File: config.mk
export PLATFORM = sky130hd
export DESIGN_NAME = pc_ctrl
export DESIGN_NICKNAME = d
export VERILOG_FILES = /design/src/rtl/pico_pkg.sv /design/src/rtl/pc_ctrl_btn_cond.sv /design/src/rtl/pc_ctrl.sv
export SDC_FILE = /design/constraint.sdc
export NUM_CORES = 1
export LEC_CHECK = 0
export ABC_AREA = 1
export CORE_AREA = 10 10 47 49
export DETAILED_ROUTE_END_ITERATION = 8
export DIE_AREA = 0 0 57 59
export PLACE_DENSITY = 0.69
export SLEW_MARGIN = 5
export SYNTH_ARGS = -nofsm -noshare
export SYNTH_HDL_FRONTEND = slang
export SYNTH_HIERARCHICAL = 1
export SYNTH_SLANG_ARGS = --single-unit
export TNS_END_PERCENT = 5
File: constraint.sdc
create_clock -name clk -period 1.6 [get_ports clk]
set_input_delay 0.16 -clock clk [delete_from_list [all_inputs] [get_ports clk]]
set_output_delay 0.16 -clock clk [all_outputs]
set_load 0.005 [all_outputs]
File: src/rtl/pico_pkg.sv
// Shared types for the pico-MIPS control path: opcode classes and PC-control FSM states.
// Latency: n/a (types only).
// Backpressure: n/a.
package pico_pkg;

  // Decoded opcode class presented by instruction decode; 7 is reserved and treated as NOP.
  typedef enum logic [2:0] {
    OP_NOP  = 3'd0,
    OP_ALU  = 3'd1,
    OP_BEQ  = 3'd2,
    OP_BNE  = 3'd3,
    OP_BRA  = 3'd4,
    OP_WAIT = 3'd5,
    OP_HALT = 3'd6,
    OP_RSVD = 3'd7
  } op_t;

  // PC-control sequencing states.
  typedef enum logic [1:0] {
    RUN          = 2'd0,
    WAIT_PRESS   = 2'd1,
    WAIT_RELEASE = 2'd2,
    STOPPED      = 2'd3
  } ctrl_state_t;

endpackage

File: src/rtl/pc_ctrl_btn_cond.sv
// Push-button conditioner: 2-flop synchroniser, optional debounce (PICO_BTN_DEBOUNCE_EN), rise detect.
// Latency: level 2 cycles after btn changes (plus DebounceCycles when debounced); rise is a 1-cycle pulse.
// Backpressure: none; free-running sampler.
module btn_cond #(
  parameter int DebounceCycles = 4
) (
  input  logic clk,
  input  logic n_reset,
  input  logic btn,
  output logic btn_level,
  output logic btn_rise
);

  logic sync1_q, sync1_d;
  logic sync2_q, sync2_d;
  logic prev_q, prev_d;

  // Synchroniser chain and edge-detect history follow the conditioned level.
  always_comb begin
    sync1_d = btn;
    sync2_d = sync1_q;
    prev_d  = btn_level;
  end

  // Synchroniser and previous-level registers.
  always_ff @(posedge clk or negedge n_reset) begin
    if (!n_reset) begin
      sync1_q <= 1'b0;
      sync2_q <= 1'b0;
      prev_q  <= 1'b0;
    end else begin
      sync1_q <= sync1_d;
      sync2_q <= sync2_d;
      prev_q  <= prev_d;
    end
  end

`ifdef PICO_BTN_DEBOUNCE_EN
  localparam int CntW = (DebounceCycles > 1) ? $clog2(DebounceCycles + 1) : 1;

  logic [CntW-1:0] cnt_q, cnt_d;
  logic            level_q, level_d;

  // Count consecutive samples disagreeing with the accepted level; flip once the run is long enough.
  always_comb begin
    cnt_d   = '0;
    level_d = level_q;
    if (sync2_q != level_q) begin
      if (cnt_q == CntW'(DebounceCycles - 1)) begin
        level_d = sync2_q;
      end else begin
        cnt_d = cnt_q + 1'b1;
      end
    end
  end

  // Debounce counter and accepted level.
  always_ff @(posedge clk or negedge n_reset) begin
    if (!n_reset) begin
      cnt_q   <= '0;
      level_q <= 1'b0;
    end else begin
      cnt_q   <= cnt_d;
      level_q <= level_d;
    end
  end

  assign btn_level = level_q;
`else
  // Without debounce the synchronised level is used directly and the debounce depth has no effect.
  localparam int unused_debounce_cycles = DebounceCycles;

  assign btn_level = sync2_q;
`endif

  assign btn_rise = btn_level & ~prev_q;

endmodule

File: src/rtl/pc_ctrl.sv
// PC control: drives rel_branch/offset/halt from opcode class, WAIT push-button handshake, permanent HALT.
// Latency: Mealy outputs in the same cycle as opcode; btn seen 2 cycles late (+DebounceCycles with PICO_BTN_DEBOUNCE_EN).
// Backpressure: halt holds the PC while waiting for the button or once stopped.
module pc_ctrl
  import pico_pkg::*;
#(
  parameter int AddrSz         = 6,
  parameter int DebounceCycles = 4
) (
  input  logic              clk,
  input  logic              n_reset,
  input  logic [2:0]        opcode,
  input  logic [AddrSz-1:0] imm,
  input  logic              zero,
  input  logic              btn,
  output logic              rel_branch,
  output logic [AddrSz-1:0] offset,
  output logic              halt,
  output logic              in_latch,
  output logic              stopped
);

  ctrl_state_t state_q, state_d;
  op_t         op;
  logic        btn_level;
  logic        btn_rise;
  logic        rb_raw, halt_raw, latch_raw, stop_raw;

  btn_cond #(
    .DebounceCycles(DebounceCycles)
  ) u_btn_cond (
    .clk      (clk),
    .n_reset  (n_reset),
    .btn      (btn),
    .btn_level(btn_level),
    .btn_rise (btn_rise)
  );

  assign op = op_t'(opcode);

  // Next-state and raw output decode; branches only resolve in RUN.
  always_comb begin
    state_d   = state_q;
    rb_raw    = 1'b0;
    halt_raw  = 1'b0;
    latch_raw = 1'b0;
    stop_raw  = 1'b0;
    case (state_q)
      RUN: begin
        case (op)
          OP_BEQ:  rb_raw = zero;
          OP_BNE:  rb_raw = ~zero;
          OP_BRA:  rb_raw = 1'b1;
          OP_WAIT: begin
            halt_raw = 1'b1;
            state_d  = WAIT_PRESS;
          end
          OP_HALT: begin
            halt_raw = 1'b1;
            state_d  = STOPPED;
          end
          default: ;
        endcase
      end
      WAIT_PRESS: begin
        halt_raw = 1'b1;
        if (btn_rise) begin
          latch_raw = 1'b1;
          state_d   = WAIT_RELEASE;
        end
      end
      WAIT_RELEASE: begin
        if (btn_level) begin
          halt_raw = 1'b1;
        end else begin
          state_d = RUN;
        end
      end
      STOPPED: begin
        halt_raw = 1'b1;
        stop_raw = 1'b1;
      end
      default: state_d = RUN;
    endcase
  end

  // Outputs are forced low while reset is held so the PC sees a quiet interface asynchronously.
  always_comb begin
    rel_branch = n_reset & rb_raw;
    halt       = n_reset & halt_raw;
    in_latch   = n_reset & latch_raw;
    stopped    = n_reset & stop_raw;
    offset     = rel_branch ? imm : '0;
  end

  // FSM state register.
  always_ff @(posedge clk or negedge n_reset) begin
    if (!n_reset) begin
      state_q <= RUN;
    end else begin
      state_q <= state_d;
    end
  end

endmodule

==> flow_summary.yaml <==
sta:
  worst_slew_pin_slew_ns: 0.318
  setup_slack_ns: -0.0289
  setup_viol: 1
  fin_crit_ns: 1.63
  holdWs_ns: 0.347
  slew_headroom_pct: 78.7
  rsz0062_at_grt: "yes"
  fmax_mhz: 614
  period_share_pct: 102
  maxSlewViolCount: 0
  finalHoldViolCount: 0
  worst_clock_skew_ns: 0.000121
clocking:
  h-tree-depth: 1
  clk_latency_ns: 0.23
  cts_sinks: 5
  holdBufCountCts: 0
  cts_buffers: 3
  cts.clk_slew.worst_paths_ns: 0.04
  clock_path_buffers: 2
  cts_tree: "built"
  cts-root-buf: "clkbuf_4"
floorplanning:
  initial_core_util_pct: 31.2
  dieArea_um2: 3360
  dieHeight_um: 59
  ios: 23
  die_x_um: 57
  coreArea_um2: 1400
  row_count: 14
global_routing:
  grt_pass1_wl_um: 2170
  grt-ovfl-total: 0
  antenna_found_initial: 0
  track_usage_pct: 7.83
  grt_max_degree: 8
  grt_pass1_vias: 563
detailed_routing:
  antenna_left: 0
  drt_iter0_drc: 6
  firstDrtPassIters: 4
  routed_wirelength_um: 1380
  drc_errors: 0
  vias: 534
  wire_per_inst_um: 11.8
  avgViaCountPerCell: 4.56
power:
  p_leak_nw: 0.436
  power.density_nw_per_um2: 1080
  total_power_mw: 0.916
  vdd_drop_max_uv: 786
synth:
  synthMuxAreaShare_pct: 0
  ys_seq_area_share_pct: 28.7
  synth_area_leaders: "dfrtp_1 29%, inv_1 15%, ha_1 14%"
  synth_compound_area_share_pct: 4.30
  synth.largest_area_cell: "dfrtp_1"
  avgSynthCellArea_um2: 6.42
  yosys.area_share.simple_pct: 38.1
  synth_xor_area_share_pct: 0
  synth_fa_ha_area_share_pct: 14.3
  syn_area_um2: 437
  synth_top_area_share_pct: 28.7
  synth_nets: 86
  synthCells: 68
  synth.distinct_cells: 11
  synth_seq_cells: 5
  synth_warnings: 6
  synth_top_family_by_area: "simple AND/OR/NAND/NOR gates"
worst_setup_path:
  cp-start-kind: "register"
  cp_cell_sequence: "inv_2, ha_4, nand3_4, nor3_4, clkdlybuf4s15_2"
  path_class: "reg -> out"
  critical_path.slowest_cell: "dfrtp_1"
  worstSetupEndpointType: "output pin"
  max_stage_delay_ns: 0.41
  critPathMaxFanout: 7
  cp.buffers_inverters: 2
  crit_arrival_ns: 1.47
  crit_family: "flip-flops"
  required_ns: 1.44
finish:
  nNetsFinal: 120
  drive_above_1_share_pct: 33.7
  fill_cells: 138
  area_growth_pct: 94.0
  n_antenna_cell: 0
run_status:
  violations: "setup timing"
  status: "finished with violations"
placement:
  place_worst_setup_slack_ns: -0.374
  gp_congestion: 0.752
  hpwlAfterDp_um: 1060
  portBuffers: 22
job:
  max-cap-violations: 0
hold_path:
  hold_class: "reg -> reg"
## synth_stat cells
| library cell | instances |
|---|---|
| nand3_1 | 5 |
| nand2_1 | 15 |
| o21ai_2 | 1 |
| nor2_2 | 1 |
| nor3_1 | 7 |
| inv_1 | 17 |
| ha_1 | 5 |
| o21ai_0 | 2 |
| dfrtp_1 | 5 |
| nand3_2 | 1 |
| nor2_1 | 9 |
## flip-flops by register name, indices dropped and copies added (netlist names)
name and flops:
state_q 2, u_btn_cond/sync1_q 1, u_btn_cond/prev_q 1, u_btn_cond/btn_level 1
## layout by cell type, fill, tap and decap left out, types with 3 or more instances in the layout
cell type and count:
ha_4 3, nand3_1 5, inv_1 15, clkbuf_2 3
clkdlybuf4s50_1 10, nor2_1 8, nand2_1 14, dfrtp_1 5
buf_4 6, nor3_2 6, dlygate4sd2_1 4, clkbuf_4 3
clkdlybuf4s15_2 3
## worst register-to-register path, stage by stage, from the launching register on
cell and delay, ns:
dfrtp_1 0.40, inv_2 0.08, buf_4 0.14, ha_1 0.19
nand2_1 0.07, nand2_2 0.06, nor2_1 0.17, nand2_1 0.09
nand2_1 0.06, nand2_1 0.04
## where the power goes
group | leakage (nW) | switching [mW] | internal (mW)
registers | 0.0602 | 0.0222 | 0.154
clock network | 0.0150 | 0.0433 | 0.0937
logic | 0.361 | 0.315 | 0.288
total | 0.436 | 0.380 | 0.536
## final timing paths
| path | from | to | slack [ns] | depth (start not counted) |
|---|---|---|---|---|
| setup reg to reg | state_q[0] | state_q[1] | 0.19 | 9 |
| setup / recovery | state_q[0] | offset[2] | -0.03 | 5 |
| min in group asynchronous | n_reset | u_btn_cond/sync1_q | 0.42 | 3 |
| hold reg to reg | u_btn_cond/sync1_q | u_btn_cond/btn_level | 0.35 | 0 |
| max in group asynchronous | n_reset | state_q[0] | 1.08 | 3 |
| hold / removal | u_btn_cond/sync1_q | u_btn_cond/btn_level | 0.35 | 0 |
## cell families after synthesis
logic type	after synthesis
adder cells (fa/ha/maj)	5
flip-flops	5
buffers and inverters	17
AND/OR/NAND/NOR	38
AO/OA/AOI/OAI	3
## per-stage QoR
step,cell area (um^2),TNS [ns],utilization [%],instances
final,847,-0.0289,60.4,117
after global routing,847,-0.477,60.4,117
after CTS,776,-0.125,55.4,117
after detailed placement,729,-2.31,52.1,113
after global placement,729,-2.04,52.1,113
after floorplan,437,0,-,68
## area by class of cell
type / count / area (um^2) / area share (%)
multi-input combinational: 46 / 349 / 41.2
timing repair buffer: 29 / 263 / 31.0
sequential: 5 / 125 / 14.8
inverter: 17 / 63.8 / 7.53
clock buffer: 4 / 26.3 / 3.10
tap: 16 / 20.0 / 2.36
## per-layer routing
metal / part of all wire (%) / vias up / global-route usage (%)
li1: - / 271 / -
met1: 36 / 243 / 6.90
met2: 55 / 18 / 15.2
met3: 8.1 / 2 / 2.15
met4: 0.72 / 0 / 5.03
met5: 0 / - / 0
## what timing repair did
action                     CTS  global route
pin swaps                    0             3
setup endpoints to repair   10            10
gates cloned                 0             0
hold endpoints to repair     0             0
gates resized for setup     26            23
buffers inserted             0             0
(Power assumes the default switching activity.)
